`src/rtl/fcmp_share_ctrl.sv`:
```
// fcmp_share_ctrl
//   Shares one registered IEEE-single compare unit (FEQ/FLT/FLE) among NREQ
//   requesters with round-robin arbitration.
//   The result comes back through a single output slot. That slot is tagged
//   with the index of the requester that owns the result, and it obeys
//   resp_ready backpressure.
//
// Ports
//   clk        : clock, all state updates on the rising edge
//   rstn       : asynchronous active-low reset
//   req_valid  : per-requester request valid
//   req_ready  : per-requester accept, one-hot or zero (combinational)
//   req_op     : op of requester i at [2i+1:2i]
//                00 FEQ, 01 FLT, 10 FLE, 11 reserved (result 0)
//   req_x1     : operand 1 of requester i at [32i+31:32i]
//   req_x2     : operand 2 of requester i, same packing
//   resp_valid : result slot is occupied
//   resp_ready : consumer takes the result this cycle
//   resp_id    : index of the requester owning the result
//   resp_y     : 32'h1 for true, 32'h0 for false
module fcmp_share_ctrl #(
   parameter int NREQ = 2,
   parameter int IDW  = 1
) (
   input  logic                 clk,
   input  logic                 rstn,
   input  logic [NREQ-1:0]      req_valid,
   output logic [NREQ-1:0]      req_ready,
   input  logic [2*NREQ-1:0]    req_op,
   input  logic [32*NREQ-1:0]   req_x1,
   input  logic [32*NREQ-1:0]   req_x2,
   output logic                 resp_valid,
   input  logic                 resp_ready,
   output logic [IDW-1:0]       resp_id,
   output logic [31:0]          resp_y
);

   localparam int PW = IDW + 1;

   logic              resp_valid_q, resp_valid_d;
   logic [IDW-1:0]    resp_id_q, resp_id_d;
   logic [31:0]       resp_y_q, resp_y_d;
   logic [IDW-1:0]    rr_ptr_q, rr_ptr_d;

   logic              slot_free;
   logic              gnt_vld;
   logic [IDW-1:0]    gnt_idx;
   logic [PW-1:0]     sum;
   logic [IDW-1:0]    cand;

   logic [1:0]        op_a [NREQ];
   logic [31:0]       x1_a [NREQ];
   logic [31:0]       x2_a [NREQ];

   // This function maps an IEEE single to a key whose unsigned order follows
   // numeric order.
   // Both zeros share one key. Negative values are bit-inverted, so a larger
   // magnitude gives a smaller key.
   function automatic logic [31:0] fkey(input logic [31:0] x);
      logic [30:0] em;
      em = x[30:0];
      if (em == 31'd0)
         fkey = {1'b1, 31'd0};
      else if (!x[31])
         fkey = {1'b1, em};
      else
         fkey = {1'b0, ~em};
   endfunction

   function automatic logic [31:0] fcmp(input logic [1:0]  op,
                                        input logic [31:0] a,
                                        input logic [31:0] b);
      logic [31:0] ka;
      logic [31:0] kb;
      logic        r;
      ka = fkey(a);
      kb = fkey(b);
      case (op)
         2'b00:   r = (ka == kb);
         2'b01:   r = (ka <  kb);
         2'b10:   r = (ka <= kb);
         default: r = 1'b0;
      endcase
      fcmp = {31'd0, r};
   endfunction

   always_comb begin
      for (int i = 0; i < NREQ; i++) begin
         op_a[i] = req_op[2*i +: 2];
         x1_a[i] = req_x1[32*i +: 32];
         x2_a[i] = req_x2[32*i +: 32];
      end
   end

   // A new request may enter only when the slot is empty, or when the slot
   // is being drained in this same cycle.
   assign slot_free = ~resp_valid_q | resp_ready;

   // Round-robin search.
   // The search starts one past the last grant and wraps modulo NREQ.
   // rr_ptr+k never exceeds 2*NREQ-1, so one conditional subtract is enough
   // for the modulo.
   always_comb begin
      gnt_vld = 1'b0;
      gnt_idx = '0;
      sum     = '0;
      cand    = '0;
      if (slot_free) begin
         for (int k = 1; k <= NREQ; k++) begin
            sum = {1'b0, rr_ptr_q} + PW'(k);
            if (sum >= PW'(NREQ))
               sum = sum - PW'(NREQ);
            cand = sum[IDW-1:0];
            if (!gnt_vld && req_valid[cand]) begin
               gnt_vld = 1'b1;
               gnt_idx = cand;
            end
         end
      end
   end

   assign req_ready = gnt_vld ? (NREQ'(1) << gnt_idx) : '0;

   always_comb begin
      resp_valid_d = resp_valid_q & ~resp_ready;
      resp_id_d    = resp_id_q;
      resp_y_d     = resp_y_q;
      rr_ptr_d     = rr_ptr_q;
      if (gnt_vld) begin
         resp_valid_d = 1'b1;
         resp_id_d    = gnt_idx;
         resp_y_d     = fcmp(op_a[gnt_idx], x1_a[gnt_idx], x2_a[gnt_idx]);
         rr_ptr_d     = gnt_idx;
      end
   end

   // Result register: a grant loads the slot one edge after acceptance.
   always_ff @(posedge clk or negedge rstn) begin
      if (!rstn) begin
         resp_valid_q <= 1'b0;
         resp_id_q    <= '0;
         resp_y_q     <= '0;
         rr_ptr_q     <= IDW'(NREQ - 1);
      end else begin
         resp_valid_q <= resp_valid_d;
         resp_id_q    <= resp_id_d;
         resp_y_q     <= resp_y_d;
         rr_ptr_q     <= rr_ptr_d;
      end
   end

   assign resp_valid = resp_valid_q;
   assign resp_id    = resp_id_q;
   assign resp_y     = resp_y_q;

endmodule
```
`config.mk`:
```
export PLATFORM = sky130hd
export DESIGN_NAME = fcmp_share_ctrl
export DESIGN_NICKNAME = d
export VERILOG_FILES = /design/src/rtl/fcmp_share_ctrl.sv
export SDC_FILE = /design/constraint.sdc
export NUM_CORES = 1
export LEC_CHECK = 0
export ABC_AREA = 0
export CAP_MARGIN = 15
export CELL_PAD_IN_SITES_DETAIL_PLACEMENT = 2
export CELL_PAD_IN_SITES_GLOBAL_PLACEMENT = 2
export CORE_MARGIN = 5
export CORE_UTILIZATION = 18
export CTS_CLUSTER_DIAMETER = 50
export CTS_CLUSTER_SIZE = 12
export DETAILED_ROUTE_END_ITERATION = 8
export PLACE_DENSITY = 0.85
export SYNTH_ARGS = -nofsm -noshare
export SYNTH_HDL_FRONTEND = slang
export SYNTH_SLANG_ARGS = --single-unit
```
`constraint.sdc`:
```
create_clock -name clk -period 3 [get_ports clk]
set_input_delay 0.6 -clock clk [delete_from_list [all_inputs] [get_ports clk]]
set_output_delay 0.6 -clock clk [all_outputs]
set_load 0.03 [all_outputs]
```
# == After elaboration in Yosys (flattened, before gate mapping) ==
# Cells that the tools add are included.
# totals
regBits,4
wordCells,64
inputBits,137
output_inout_bits,36
# op_classes
n_eq_ne,3
mux,33
n_addsub,4
shifts,1
bitwise_logic,7
n_lt_le_gt_ge,7
reduce_logical,5
# op_table
operator,n
two-way mux 32 bit,12
zero test 31 bit,2
NOT 31 bit,2
== test 32 bit,1
less-or-equal comparator 32 bit,1
less-than comparator 32 bit,1
two-way mux 1 bit,16
two-way mux 2 bit,4
greater-or-equal comparator 2 bit (second input constant),3
less-than comparator 1 x 2 -> 1 bit (second input constant),2
one-hot mux 1 bit (3 select lines),1
adder 1 x 1 -> 2 bit (second input constant),1
adder 1 x 2 -> 2 bit (second input constant),1
== test 2 x 1 -> 1 bit (second input constant),1
== test 2 bit (second input constant),1
zero test 2 bit,1
NOT 1 bit,2
NOT 1 -> 2 bit,1
<< shifter 1 x 1 -> 2 bit (first input constant),1
subtractor 1 bit (second input constant),2
AND 1 bit,1
logical AND 1 bit,1
zero test 1 bit,1
bitwise OR 1 bit,1

# == Logic depth before layout (Yosys ltp) ==
# logic_depth
word_depth,22
ltp_mapped,15
depth_no_buf,13

# == Least setup slack after synthesis ==
# OpenSTA, ideal clock, no wires.
# synth_timing
path_kind,input-to-reg
from,input port resp_ready
to,"register resp_y_q[0], in the netlist resp_y[0]"
setup_time_ns,0.095
required_ns,2.905
setup_slack_ns,-0.139
n_path_buf,2
cell_stages,14
arrival_ns,3.043
cell_sequence,nand2b_4 nand3_2 buf_4 buf_2 mux2i_1 xor2_1 nand2_1 ha_1 a21oi_1 nand2_1 a221oi_1 nor2_1 a211o_1 o31ai_1
# synth_between
elab_chain_len,12
elab_cells_between_ends,30
cone_classes,order compare: 2; eq/ne: 3; mux: 18; bitwise: 4; reduce/logical: 3
# synth_lines
element,line,rtl
start: declaration,33,"input logic resp_ready,"
bitwise OR 1 bit *,97,assign slot_free = ~resp_valid_q | resp_ready;
branches (longest 11 deep; another with less-or-equal comparator 32 bit),n/a,
end signal: assignment,147,resp_y_q <= resp_y_d;
end: declaration,42,"logic [31:0] resp_y_q, resp_y_d;"
# Every way passes the cells marked *. The select of a mux whose other input is x is not followed.
# A chain may end at the register's enable or synchronous reset.

# == Final worst setup path ==
# layout_timing
from,input port req_x2[20]
to,"register resp_y_q[0], in the netlist resp_y[0]"
# layout_between
elab_chain_len,9
elab_cells_between_ends,12
cone_classes,order compare: 2; eq/ne: 1; mux: 7; bitwise: 1; reduce/logical: 1
# layout_lines
element,line,rtl
start: declaration,31,"input logic [32*NREQ-1:0] req_x2,"
two-way mux 32 bit (implied by the code) * (3 in a row),132,"resp_y_d = fcmp(op_a[gnt_idx], x1_a[gnt_idx], x2_a[gnt_idx]);"
branches (longest 2 deep; another with zero test 31 bit),n/a,
two-way mux 32 bit *,62,if (em == 31'd0)
two-way mux 32 bit *,129,if (gnt_vld) begin
less-or-equal comparator 32 bit (tied with other cells),81,2'b10: r = (ka <= kb);
one-hot mux 1 bit (3 select lines) *,78,case (op)
# Marked as above.

==> results.toml <==
[synthesis]
seq_area_frac_synth_pct = 3.39
syn_area_um2 = 2990
synth_top_area_share_pct = 21.1
synth_ff_type = "dfrtp_1"
post-synth-top-area-cell = "mux2i_1"
synth-edff-count = 0
yosys_warnings = 0
ys_ff_latch = 4
syn_area_per_cell_um2 = 7.60
netlist_top_cells_area = "mux2i_1 (21%), ha_1 (13%), xnor2_1 (9.4%), xor2_1 (9.4%), buf_4 (8.8%)"
ys_async_sr_fraction_pct = 100
synthDistinctLibCells = 40
syn_inst = 393

[pwr]
internal_power_mw = 0.931
leakage_nw = 2.82
pwr-share-clk_pct = 12.7
pwr-share-comb_pct = 83.0
power_density_nw_per_um2 = 302
sw_frac_of_total_pct = 48.3
power.net_switching_mw = 0.871
ir_drop_v = 0.000208
power_frac_seq_pct = 4.3

[timing]
rsz0062_at_grt = "yes"
maxSlewViolCount = 0
min_period_over_period_pct = 111
finalSetupTns_ns = -0.317
max_freq_mhz = 301
whs_ns = 0.499
fin_crit_ns = 3.32
worst_slack_ns = -0.317
skew_ns = 0.00196
hold_viol = 0
setup_viol = 1

[drt]
vias = 3895
wirelength_mm = 18.7
first_pass_iters = 4
ant_nets = 0
wl_per_cell_um = 22.2
vias_per_cell = 4.63
drtIter0Drc = 87
drc = 0

[job]
drv_cap = 0

[grt]
grt_overflow = 0
grtUsageTotal_pct = 18.8
grt_max_degree = 18
grt_pass1_wl_mm = 28.8
antenna_found_initial = 1
grt_pass1_vias = 4806

[critical_path]
path_max_fanout = 7
cp.required_ns = 3.13
worstSetupStartpointType = "primary input"
worstSetupEndpointType = "flop"
crit_start = "req_x2[20]"
crit_type = "in -> reg"
r2r_start = "rr_ptr_q"
worstPathArrival_ns = 3.45

[cts]
clkTransAtPathRegs_ns = 0.04
cts_tree = "built"
clk_latency_ns = 0.23
cts_buffers = 3
clock-sinks = 4
cts.path.max_buffers = 2
htree_levels = 1
cts_root_buffer = "clkbuf_16"

[cells_and_area]
final_core_utilization_pct = 36.4
syn_to_final_growth_pct = 100
fin_nets = 791
stdcell_area_um2 = 5980
drive_above_1_share_pct = 41.7

[placement]
placed_cell_area_um2 = 5170
place_ws_ns = -1.05
gp_congestion = 0.830
portBuffers = 141
hpwl_mm = 13.5

[floorplan]
core_um2 = 16400
ios = 173
chipHeight_um = 139
die_width_um = 139
rows = 47
die_area_um2 = 19300
start_util_pct = 18.2

[outcome]
outcome = "finished with violations"
violations = "setup timing"

[hold_path]
hold_class = "reg -> reg"
min_from = "resp_id"
-- flip-flops by register name, indices dropped and copies added, names as in the netlist --
name        count
resp_valid      1
resp_y          1
rr_ptr_q        1
resp_id         1
-- layout by cell type, fill, tap and decap left out, types with 3 or more instances in the layout --
cell / Yosys / layout
nand2_4: 0 / 3
buf_12: 0 / 11
mux2i_1: 63 / 59
nor4_4: 0 / 15
buf_6: 3 / 12
nor4_1: 30 / 3
nand2_2: 0 / 3
a21oi_1: 11 / 6
nor4_2: 0 / 12
clkdlybuf4s15_1: 0 / 23
clkdlybuf4s50_1: 0 / 12
nor2_2: 0 / 6
buf_4: 35 / 85
buf_2: 9 / 40
nor3_2: 0 / 8
xnor2_1: 32 / 31
ha_1: 32 / 23
dfrtp_1: 3 / 3
nand3_1: 4 / 4
xor2_2: 0 / 6
nand2_1: 44 / 38
ha_4: 0 / 9
mux2i_4: 1 / 3
nand4_1: 14 / 14
nor2_1: 37 / 29
xor2_1: 32 / 26
dlygate4sd2_1: 0 / 46
a21oi_2: 0 / 5
conb_1: 1 / 31
mux2i_2: 1 / 3
clkdlybuf4s15_2: 0 / 13
clkbuf_16: 0 / 3
-- logic make-up after synthesis --
family / share of synthesized area, %
AOI/OAI and AO/OA: 5.70
xor gates and xnor gates: 18.8
adders and majority gates: 13.4
buffers and inverters: 12.2
DFF: 3.39
muxes: 22.3
other: 0.126
and+or+nand+nor: 24.1
-- Yosys cell counts (4+ instances only) --
master and instances:
a21oi_1 11, mux2i_1 63, clkbuf_1 4, nand3_1 4, buf_2 9, nor2_1 37, nor4_1 30, ha_1 32
nand2_1 44, xnor2_1 32, xor2_1 32, nand4_1 14, nor3_1 11, buf_4 35
-- routing by layer --
layer / vias to the layer above / GRT usage, % / share of wire, %
met4: 0 / 7.00 / 4.4
li1: 1810 / - / -
met2: 159 / 36.2 / 54
met3: 47 / 3.62 / 5.0
met5: - / 0 / 0
met1: 1879 / 20.2 / 37
-- final timing paths --
path	to	slack, ns	depth (start not counted)
max reg2reg	resp_y[0]	-0.27	14
min	resp_id	0.50	2
max in group asynchronous	rr_ptr_q	2.14	1
min in group asynchronous	resp_id	0.60	1
min reg2reg	resp_id	0.50	2
max	resp_y[0]	-0.32	14
-- what timing repair did --
| action | in CTS | in global routing |
|---|---|---|
| cloned | 4 | 0 |
| pin swaps | 88 | 8 |
| setup buffers | 27 | 0 |
| hold buffers | 0 | 0 |
| gates resized for setup | 435 | 8 |
| setup endpoints to repair | 1 | 1 |
-- worst max-delay path, cell delays in order --
cell and delay (ns):
dlygate4sd2_1 0.27, nor4_2 0.26, nand4_1 0.21, nor3_2 0.30, nor2_2 0.09, buf_6 0.15
nand2_4 0.08, ha_4 0.20, nor2b_1 0.13, o211ai_1 0.29, a2111oi_4 0.13, a211oi_2 0.33
nor2_2 0.12, o31ai_4 0.29
-- per-stage QoR --
stage | cells | power, mW
after global routing | 842 | 1.91
after detailed placement | 815 | 1.26
after CTS | 841 | 1.68
final | 842 | 1.80
after global placement | 815 | 1.18
after floorplan | 423 | 0.761
-- power groups by stage --
stage	Sequential (mW)	Combinational [mW]	Clock, mW
floorplan	0.0880	0.673	0
global placement	0.0742	1.11	0
detailed placement	0.0751	1.19	0
CTS	0.0762	1.38	0.229
global route	0.0780	1.60	0.232
finish	0.0770	1.50	0.229
-- area by class of cell --
| type | instances | area, um2 |
|---|---|---|
| antenna | 1 | 2.50 |
| inverter | 2 | 10.0 |
| clock buffer | 4 | 78.8 |
| sequential | 4 | 101 |
| multi-input combinational | 367 | 3360 |
| tap | 220 | 275 |
| fill | 1805 | 10400 |
| timing repair buffer | 244 | 2150 |
Power figures use the tool's default switching activity.
